### src/rtl/fwd_ctrl.sv
// Forwarding and load-use hazard controller: tracks EX/MEM destination tags,
// registers the EX operand-mux selects and raises the one-cycle load-use stall.
module fwd_ctrl #(
   parameter int REGW = 5,
   parameter int CNTW = 16
) (
   input  logic            c,
   input  logic            rst_n,
   input  logic            id_valid,
   input  logic [REGW-1:0] id_rs1,
   input  logic [REGW-1:0] id_rs2,
   input  logic [REGW-1:0] id_rd,
   input  logic            id_we,
   input  logic            id_ld,
   input  logic            id_imm,
   input  logic            flush,
   output logic [1:0]      sel_a,
   output logic [1:0]      sel_b,
   output logic            stall,
   output logic [CNTW-1:0] stall_cnt
);

   localparam logic [1:0] SEL_RF  = 2'b00;
   localparam logic [1:0] SEL_EX  = 2'b01;
   localparam logic [1:0] SEL_MEM = 2'b10;
   localparam logic [1:0] SEL_IMM = 2'b11;

   logic            ex_v, ex_we, ex_ld;
   logic [REGW-1:0] ex_rd;
   logic            mem_v, mem_we;
   logic [REGW-1:0] mem_rd;

   logic hit_ex_rs1, hit_ex_rs2, hit_mem_rs1, hit_mem_rs2;
   logic take;
   logic [1:0] sel_a_nxt, sel_b_nxt;

   // Register 0 is hardwired, so a write to it is never a forwarding source.
   always_comb begin
      hit_ex_rs1  = ex_v  & ex_we  & (ex_rd  == id_rs1) & (id_rs1 != '0);
      hit_ex_rs2  = ex_v  & ex_we  & (ex_rd  == id_rs2) & (id_rs2 != '0);
      hit_mem_rs1 = mem_v & mem_we & (mem_rd == id_rs1) & (id_rs1 != '0);
      hit_mem_rs2 = mem_v & mem_we & (mem_rd == id_rs2) & (id_rs2 != '0);
   end

   // Operand B of an immediate instruction does not read rs2, so it cannot stall.
   assign stall = id_valid & ex_v & ex_ld & (hit_ex_rs1 | (hit_ex_rs2 & ~id_imm)) & ~flush;
   assign take  = id_valid & ~stall & ~flush;

   always_comb begin
      sel_a_nxt = SEL_RF;
      sel_b_nxt = SEL_RF;
      if (take) begin
         if (hit_ex_rs1)       sel_a_nxt = SEL_EX;
         else if (hit_mem_rs1) sel_a_nxt = SEL_MEM;
         if (id_imm)           sel_b_nxt = SEL_IMM;
         else if (hit_ex_rs2)  sel_b_nxt = SEL_EX;
         else if (hit_mem_rs2) sel_b_nxt = SEL_MEM;
      end
   end

   always_ff @(posedge c or negedge rst_n) begin
      if (!rst_n) begin
         ex_v      <= 1'b0;
         ex_we     <= 1'b0;
         ex_ld     <= 1'b0;
         ex_rd     <= '0;
         mem_v     <= 1'b0;
         mem_we    <= 1'b0;
         mem_rd    <= '0;
         sel_a     <= SEL_RF;
         sel_b     <= SEL_RF;
         stall_cnt <= '0;
      end else begin
         mem_v  <= ex_v;
         mem_we <= ex_we;
         mem_rd <= ex_rd;
         // A stall or flush injects a bubble; clearing ex_ld guarantees a one-cycle stall.
         ex_v   <= take;
         ex_we  <= take & id_we;
         ex_ld  <= take & id_ld;
         ex_rd  <= id_rd;
         sel_a  <= sel_a_nxt;
         sel_b  <= sel_b_nxt;
         if (stall && !(&stall_cnt))
            stall_cnt <= stall_cnt + 1'b1;
      end
   end

endmodule

### config.mk
export PLATFORM = sky130hd
export DESIGN_NAME = fwd_ctrl
export DESIGN_NICKNAME = d
export VERILOG_FILES = /design/src/rtl/fwd_ctrl.sv
export SDC_FILE = /design/constraint.sdc
export NUM_CORES = 1
export LEC_CHECK = 0
export CORE_MARGIN = 4
export CORE_UTILIZATION = 30
export CTS_CLUSTER_SIZE = 14
export DETAILED_ROUTE_END_ITERATION = 10
export GPL_TIMING_DRIVEN = 0
export PLACE_DENSITY_LB_ADDON = 0.12
export REMOVE_ABC_BUFFERS = 1
export SLEW_MARGIN = 20
export SYNTH_ARGS = -nofsm -noshare
export SYNTH_HDL_FRONTEND = slang
export SYNTH_SLANG_ARGS = --single-unit
### constraint.sdc
create_clock -name c -period 1.79 [get_ports c]
set_input_delay 0.2685 -clock c [delete_from_list [all_inputs] [get_ports c]]
set_output_delay 0.2685 -clock c [all_outputs]
set_load 0.05 [all_outputs]
==> reports/metrics.csv, run 1 <==
metric,value,unit
outcome,"finished, violations left",
failing checks,setup timing,
synthesized instance count,143,
WS Path Type,reg2out,
Fmax,0.5031,GHz
final hold vios,0,
Post-Syn Area per Cell,11.72,um2
crit end category,output port,
Final Critical Period,1.988,ns
compound-gate portion of the synthesized area,5.000,%
Worst Tran Pin Value,0.5087,ns
die width,82.76,um
crit share post-route,111.0,%
Post-DRT Antenna Nets,0,
"delay-heaviest family, CP",simple AND/OR/NAND/NOR gates,
maximum clock path buffer count,2,
CP max FO,3,
"Slowest-stage cell, CP",dfrtp_1,
RD Place Congestion,0.7072,
largest net degree at the start of global routing,28,
dpl hpwl,2.811,mm
WP data required,1.52,ns
htree depth,2,
first-pass GRT wire length,6.210,mm
Clock Tree Root,clkbuf_8,
vias in the first global route,1281,
Post-layout nets,228,
DP Area,0.002196,mm2
"Seq/Total Area, Yosys",52.24,%
WP buf/inv,2,
post-route setup slack,-0.1977,ns
pre-CTS WS,-1.216,ns
worst flop-to-flop path endpoint,stall_cnt[15],
fin area,0.002474,mm2
effective utilization at floorplan,31.81,%
grt ovf,0,
WL/cell,13.65,um
Hold/Removal Path Class,in2async,
Iteration-0 DRC Markers,69,
TritonCTS buffer count,5,
CTS tree,done,
synthesized flop and latch total,35,
Post-synth EDFFs,0,
Main synth FF type,dfrtp_1,
antenna violations before repair,0,
setup violators final,17,
Sink Count,35,
1st-pass router iterations,4,
Power Density,596.3,mW/mm2
Top Ports,43,
Leakage,1.197,nW
ant diodes,0,
Total GRT Usage,12.36,%
Post-Synth Adder-Cell Area,0.7463,%
final slew viol count,0,
Max Cap Viol,0,
Post-Synth XOR/XNOR Area,17.24,%
Worst-path clk slew,0.06,ns
worst r2r path cells,7,
Worst VDD drop,404.6,uV
R2R Setup Slk,-0.13,ns
count of input and output buffers,42,
RSZ-0062 raised after global routing,yes,
hold_ws,0.3869,ns
DRC violations left,0,
Placeable Area,0.005270,mm2
synthesis-to-finish area growth,47.54,%
leading area contributor after synthesis,dfrtp_1,
FILL cells,512,
WP data arrival,1.72,ns
asr flop ratio synth,100.0,%
Startpoint Class,flip-flop,
FF-to-FF Start,ex_rd[3],
worst-path cell chain,xor2_1 > nor4_2 > and4b_2 > o21ai_4 > inv_4 > buf_8,
share of cells above drive strength 1,22.06,%
drt total wl,3.740,mm
die height,82.76,um
synth unique cells,36,
final core utilization,46.94,%
met2 GRT Util,19.15,%
Final Skew,0.007976,ns
Die ar.,0.006848,mm2
vias per cell,4.657,
Worst-Skew Late Latency,0.28,ns
Relative slew margins,66.03,%
Synth top area share,52.24,%
multiplexer share of the synthesized area,1.567,%
M3 GR Usage,3.362,%
Rows,26,
met1 GRT Util,16.51,%
largest family of logic cells by synthesized area,simple AND/OR/NAND/NOR gates,
CP max stage delay,0.40,ns
"Power, Total",0.001475,W
ranking of synthesized cells by area,"dfrtp_1, xor2_1, xnor2_1",
synth warn,0,
Vias,1276,
simple-gate area share of the yosys netlist,22.39,%
Mapped Area,0.001677,mm2
GRT busiest layer,met2,
## layout make-up
type,count,area [um2],share of cell area (%)
clock buffers,6,72.57,2.934
inverters,2,10.01,0.4047
multi-input cells,105,875.8,35.41
flip-flops and latches,35,875.8,35.41
well taps,70,87.58,3.541
repair buffers,56,551.8,22.31
## how the worst max path moves through the flow
stage	slack (ns)	startpoint	cells past startpoint	endpoint
after CTS	-0.29	ex_rd[0]	6	stall
after global routing	-0.32	ex_rd[3]	6	stall
after global placement	-1.22	id_rs1[0]	7	stall
after detailed placement	-1.22	id_rs1[0]	7	stall
final	-0.20	ex_rd[3]	6	stall
after floorplan	-0.30	stall_cnt[0]	6	stall_cnt[1]
## sequential cells by signal, summed over array words and instances (netlist names)
signal / cells
stall_cnt: 16
sel_a: 2
ex_ld: 1
sel_b: 2
mem_rd: 5
ex_we: 1
mem_v: 1
ex_rd: 5
ex_v: 1
mem_we: 1
## timing repair
item	in CTS	in global routing
pin swaps	18	8
cloned	0	0
hold buffers	1	0
setup buffers	11	2
hold endpoints to repair	8	0
gates resized for setup	46	14
setup endpoints to repair	33	27
## stage by stage
step,TNS (ns),std cells
after floorplan,-2.472,142
after global placement,-23.74,254
after detailed placement,-12.29,255
after CTS,-2.456,273
after global routing,-3.686,274
final,-1.297,274
## report_power, final
group	leakage, nW	internal [W]	switching (W)
Sequential	0.456	0.000809	0.0000137
Combinational	0.704	0.0000744	0.0000675
Clock	0.0371	0.000259	0.000251
## cells in the final DEF, fill, tap and decap left out, drive strengths merged, types with 2 or more instances in the layout
cell           netlist  routed
and3                 7       7
a41oi                2       2
nor2b                2       2
mux2                 2       2
xnor2               13      13
dlygate4sd2          0      19
clkdlybuf4s50        0      15
inv                  2       2
xor2                20      20
nand3                5       5
o21ai                2       2
buf                  0      15
nor2                12      12
dlymetal6s2s         0       5
or4                  2       2
nand2               12      12
clkbuf               1       6
and4                 2       2
nand4                4       4
dfrtp               35      35
nor3                 5       5
nor4                 5       5
## cell usage after synthesis (2+ instances only)
library cell,n
a41oi_1,2
and3_1,7
and4_1,2
dfrtp_1,35
nand2_1,12
nand3_1,5
nand4_1,4
nor2_1,11
nor2b_1,2
nor3_1,4
nor4_2,3
xnor2_1,13
xor2_1,20
## routing by layer
metal	up-vias	routed length, um
li1	624	-
met1	614	1758
met2	33	1734
met3	5	207
met4	0	40
met5	-	0
## cells by family (layout without fill, tap and decap cells)
group	after synthesis	in the layout
AOI/OAI and AO/OA	9	9
xor gates and xnor gates	33	33
adders and majority gates	1	1
buffers and inverters	3	64
DFF	35	35
muxes	2	2
and+or+nand+nor	60	60
(Power assumes the default switching activity.)
==> inputs of run 2 (changes only) <==
Settings changed: GPL_ROUTABILITY_DRIVEN set to 0, PLACE_DENSITY_LB_ADDON 0.12 to not set.
Clock period 1.79 ns to 2.2 ns, I/O delays scaled along.
==> run 2 against run 1 <==
- the run now ends clean
- largest cell class unchanged
- die area unchanged
- global-route usage about the same
- highest routed layer unchanged
- non-clock buffer count grew 1
==> reports/metrics.csv, run 2 (synthesized netlist as in run 1, its figures left out) <==
metric,value,unit
Worst-Skew Late Latency,0.28,ns
WP data arrival,1.77,ns
vias per cell,4.704,
M3 GR Usage,4.121,%
TritonCTS buffer count,5,
"Power, Total",0.001226,W
count of input and output buffers,42,
"most common cell after layout, fill and taps aside",dfrtp_1,
outcome,"finished, final reports clean",
maximum clock path buffer count,2,
biggest regs,"stall_cnt x16, ex_rd x5, mem_rd x5",
Power Density,508.8,mW/mm2
post-route setup slack,0.1002,ns
"commonest cells after routing, fill and taps aside","dfrtp_1, clkdlybuf4s50_1, xor2_1",
Placeable Area,0.005270,mm2
hold_ws,0.3828,ns
1st-pass router iterations,4,
first-pass GRT wire length,6.285,mm
antenna violations before repair,0,
met1 GRT Util,15.81,%
final hold vios,0,
FILL cells,531,
Post-layout nets,229,
final slew viol count,0,
DRC violations left,0,
Hold/Removal Path Class,reg2reg,
setup violators final,0,
GRT busiest layer,met2,
drt total wl,3.901,mm
vias in the first global route,1305,
Clock Tree Root,clkbuf_8,
Startpoint Class,flip-flop,
Max Cap Viol,0,
worst r2r path cells,7,
die height,82.76,um
CP max FO,3,
htree depth,2,
pre-CTS WS,-0.9234,ns
crit share post-route,95.44,%
die width,82.76,um
WS Path Type,reg2out,
Leakage,1.091,nW
Worst Tran Pin Value,0.5031,ns
Worst-path clk slew,0.07,ns
max reg flops,16,
Final Critical Period,2.100,ns
Top reg by flops,stall_cnt,
Total GRT Usage,12.39,%
Final Skew,0.003305,ns
met2 GRT Util,19.55,%
Vias,1303,
WP data required,1.87,ns
largest net degree at the start of global routing,23,
Final Non-Filler Cells,277,
Relative slew margins,66.36,%
Rows,26,
synthesis-to-finish area growth,43.73,%
CTS tree,done,
WL/cell,14.08,um
Placed Cells,255,
effective utilization at floorplan,31.81,%
Die ar.,0.006848,mm2
ant diodes,0,
grt ovf,0,
Hold Path Depth,0,
Post-DRT Antenna Nets,0,
Fmax,0.4762,GHz
dpl hpwl,2.793,mm
Iteration-0 DRC Markers,50,
share of cells above drive strength 1,17.39,%
Worst VDD drop,212.6,uV
Sink Count,35,
crit end category,output port,
TNS Setup,0,ns
Top Ports,43,
run 2: cell types whose count changed in the layout (fill, tap and decap cells not counted), sizes merged:
cell           delta
buf               +1
clkdlybuf4s15     -1
clkbuf            +1
dlymetal6s2s      -1
clkinv            +1
dlygate4sd2      -13
clkdlybuf4s50    +15
run 2: repair_timing:
item / CTS / global route
buffers inserted: 10 / 3
gates resized for setup: 14 / 6
pin swaps: 5 / 5
hold buffers: 1 / 0
endpoints found under the hold margin: 13 / 0
endpoints found under the setup margin: 3 / 4
run 2: critical path: stages, from the launching register on:
cell,delay [ns]
dfrtp_1,0.41
xor2_1,0.17
nor4_2,0.30
and4b_2,0.33
o21ai_4,0.07
inv_4,0.07
buf_8,0.14
run 2: power breakdown:
| part | internal (W) | total (W) | leakage, nW | switching, W |
|---|---|---|---|---|
| Sequential | 0.000658 | 0.000669 | 0.456 | 0.0000108 |
| Clock | 0.000222 | 0.000440 | 0.0422 | 0.000218 |
| Combinational | 0.0000613 | 0.000117 | 0.593 | 0.0000562 |
run 2: layout make-up:
cell class | instances | area (um2) | area share [%]
multi-input combinational | 105 | 797.0 | 33.07
inverter | 2 | 10.01 | 0.4154
clock buffer | 7 | 76.32 | 3.167
tap | 70 | 87.58 | 3.634
sequential | 35 | 875.8 | 36.34
clock inverter | 1 | 5.005 | 0.2077
timing repair buffer | 57 | 558.0 | 23.16
run 2: path summary, 6_finish.rpt:
kind                       startpoint       endpoint  slack (ns)
max                          ex_rd[3]          stall        0.10
min                             ex_we         mem_we        0.38
max reg2reg                  ex_rd[3]  stall_cnt[12]        0.12
min reg2reg                     ex_we         mem_we        0.38
max in group asynchronous       rst_n   stall_cnt[6]        1.28
min in group asynchronous       rst_n  stall_cnt[15]        0.50
run 2: through the flow:
| step | cell area (um2) | util (%) |
|---|---|---|
| 6_report | 2410 | 45.73 |
| 5_1_grt | 2410 | 45.73 |
| 4_1_cts | 2372 | 45.01 |
| 3_5_place_dp | 2203 | 41.81 |
| 3_3_place_gp | 2181 | 41.38 |
| 2_1_floorplan | 1673 | - |
run 2: layer usage:
| layer | part of all wire (%) | routed length [um] | vias up |
|---|---|---|---|
| met5 | 0 | 0 | - |
| met4 | 1.5 | 57 | 0 |
| met3 | 6.9 | 268 | 7 |
| met2 | 47 | 1841 | 34 |
| met1 | 44 | 1734 | 632 |
| li1 | - | - | 630 |
==> inputs of run 3 (changes only) <==
Settings changed: CORE_MARGIN 4 to 3, SKIP_LAST_GASP set to 1.
==> run 3 against run 2 <==
- hold slack about the same
- global-route usage up 0.14 points
- maximum frequency about the same
- register-to-register slack about the same
- die area down 4.8%
- wire length down 5.1%
- critical path depth unchanged
- critical endpoint unchanged
- largest power group unchanged
==> reports/metrics.csv, run 3 (synthesized netlist as in run 1, its figures left out) <==
metric,value,unit
outcome,"finished, final reports clean",
Fmax,0.4759,GHz
NetSw,0.0002843,W
Clock Tree Root,clkbuf_8,
Sink Count,35,
RSZ-0062 raised after global routing,no,
1st-pass router iterations,4,
Total GRT Usage,12.54,%
Hold/Removal Path Class,reg2reg,
sequential power share,54.7,%
crit end category,output port,
WP data required,1.87,ns
first-pass GRT wire length,6.168,mm
final hold vios,0,
antenna violations before repair,0,
largest net degree at the start of global routing,32,
worst-path cell chain,xor2_1 > nor4_2 > and4b_2 > o21ai_4 > inv_4 > buf_8,
Worst Tran Pin Value,0.5015,ns
Max Cap Viol,0,
WL/cell,13.76,um
DRC violations left,0,
Power Density,523.8,mW/mm2
WS Path Type,reg2out,
pre-CTS WS,-0.9162,ns
Final Non-Filler Cells,269,
Worst-path clk slew,0.06,ns
die height,80.76,um
Leakage,1.027,nW
effective utilization at floorplan,31.81,%
WP data arrival,1.77,ns
die width,80.76,um
crit share post-route,95.50,%
Top reg by flops,stall_cnt,
Die ar.,0.006521,mm2
"delay-heaviest family, CP",simple AND/OR/NAND/NOR gates,
maximum clock path buffer count,2,
Worst-Skew Late Latency,0.28,ns
"Slowest-stage cell, CP",dfrtp_1,
CTS tree,done,
max reg flops,16,
switching share of power,23.22,%
Post-layout nets,221,
grt ovf,0,
Int Pwr,0.0009399,W
setup violators final,0,
dpl hpwl,2.730,mm
Post-DRT Antenna Nets,0,
Placeable Area,0.005270,mm2
CP max FO,3,
share of cells above drive strength 1,14.07,%
Top Ports,43,
CP max stage delay,0.42,ns
count of input and output buffers,42,
ant diodes,0,
Clock power frac,36.0,%
Relative slew margins,66.46,%
Logic pwr share,9.3,%
hold_ws,0.3825,ns
final slew viol count,0,
Final Critical Period,2.101,ns
biggest regs,"stall_cnt x16, ex_rd x5, mem_rd x5",
vias per cell,4.658,
htree depth,2,
"most common cell after layout, fill and taps aside",dfrtp_1,
TNS Setup,0,ns
Vias,1253,
synthesis-to-finish area growth,39.40,%
drt total wl,3.701,mm
vias in the first global route,1309,
"commonest cells after routing, fill and taps aside","dfrtp_1, clkdlybuf4s50_1, xor2_1",
Iteration-0 DRC Markers,34,
Placed Cells,255,
Final Skew,0.007218,ns
Startpoint Class,flip-flop,
Worst VDD drop,212.5,uV
R2R Setup Slk,0.13,ns
post-route setup slack,0.09891,ns
TritonCTS buffer count,5,
WP buf/inv,2,
Rows,26,
run 3: cell count changes in the layout (fill, tap and decap cells not counted):
cell / previous run / this run
clkdlybuf4s50_1: 30 / 32
dlymetal6s2s_1: 4 / 2
buf_16: 1 / 0
buf_12: 0 / 1
buf_4: 13 / 5
run 3: repair_timing:
action	CTS	global route
endpoints found under the setup margin	2	2
setup buffers	3	2
hold buffers	1	0
pin swaps	4	5
endpoints found under the hold margin	4	0
gates resized for setup	14	4
run 3: metrics by stage:
stage | util [%] | total power [W] | cell area, um2
3_3_place_gp | 41.38 | 0.0007980 | 2181
3_5_place_dp | 41.67 | 0.0008007 | 2196
5_1_grt | 44.35 | 0.001294 | 2337
6_report | 44.35 | 0.001224 | 2337
2_1_floorplan | - | 0.0007255 | 1673
4_1_cts | 43.87 | 0.001250 | 2312
run 3: layout make-up:
class / instances / area, um2
flip-flops and latches: 35 / 875.8
clock buffers: 7 / 76.32
multi-input cells: 105 / 797.0
fillers: 518 / 2933
well taps: 70 / 87.58
clock inverters: 1 / 5.005
repair buffers: 49 / 485.5
inverters: 2 / 10.01
run 3: per-layer routing:
layer / wire length (um) / global-route usage (%) / vias to the layer above
li1: - / - / 614
met1: 1665 / 15.66 / 596
met2: 1687 / 19.78 / 37
met3: 291 / 4.767 / 6
met4: 57 / 4.561 / 0
met5: 0 / 0 / -
run 3: power groups by stage:
stage          clock network [W]  registers, W   logic, W
2_1_floorplan                  0      0.000685  0.0000406
6_report                0.000440      0.000669   0.000114
3_3_place_gp                   0      0.000682   0.000116
5_1_grt                 0.000497      0.000671   0.000127
3_5_place_dp                   0      0.000682   0.000119
4_1_cts                 0.000463      0.000669   0.000117
run 3: final timing paths:
kind,start,end,depth (start not counted)
setup / recovery,ex_rd[0],stall,6
hold / removal,ex_we,mem_we,0
setup reg to reg,ex_rd[0],stall_cnt[12],7
hold reg to reg,ex_we,mem_we,0
max in group asynchronous,rst_n,stall_cnt[13],3
min in group asynchronous,rst_n,sel_b[1],2
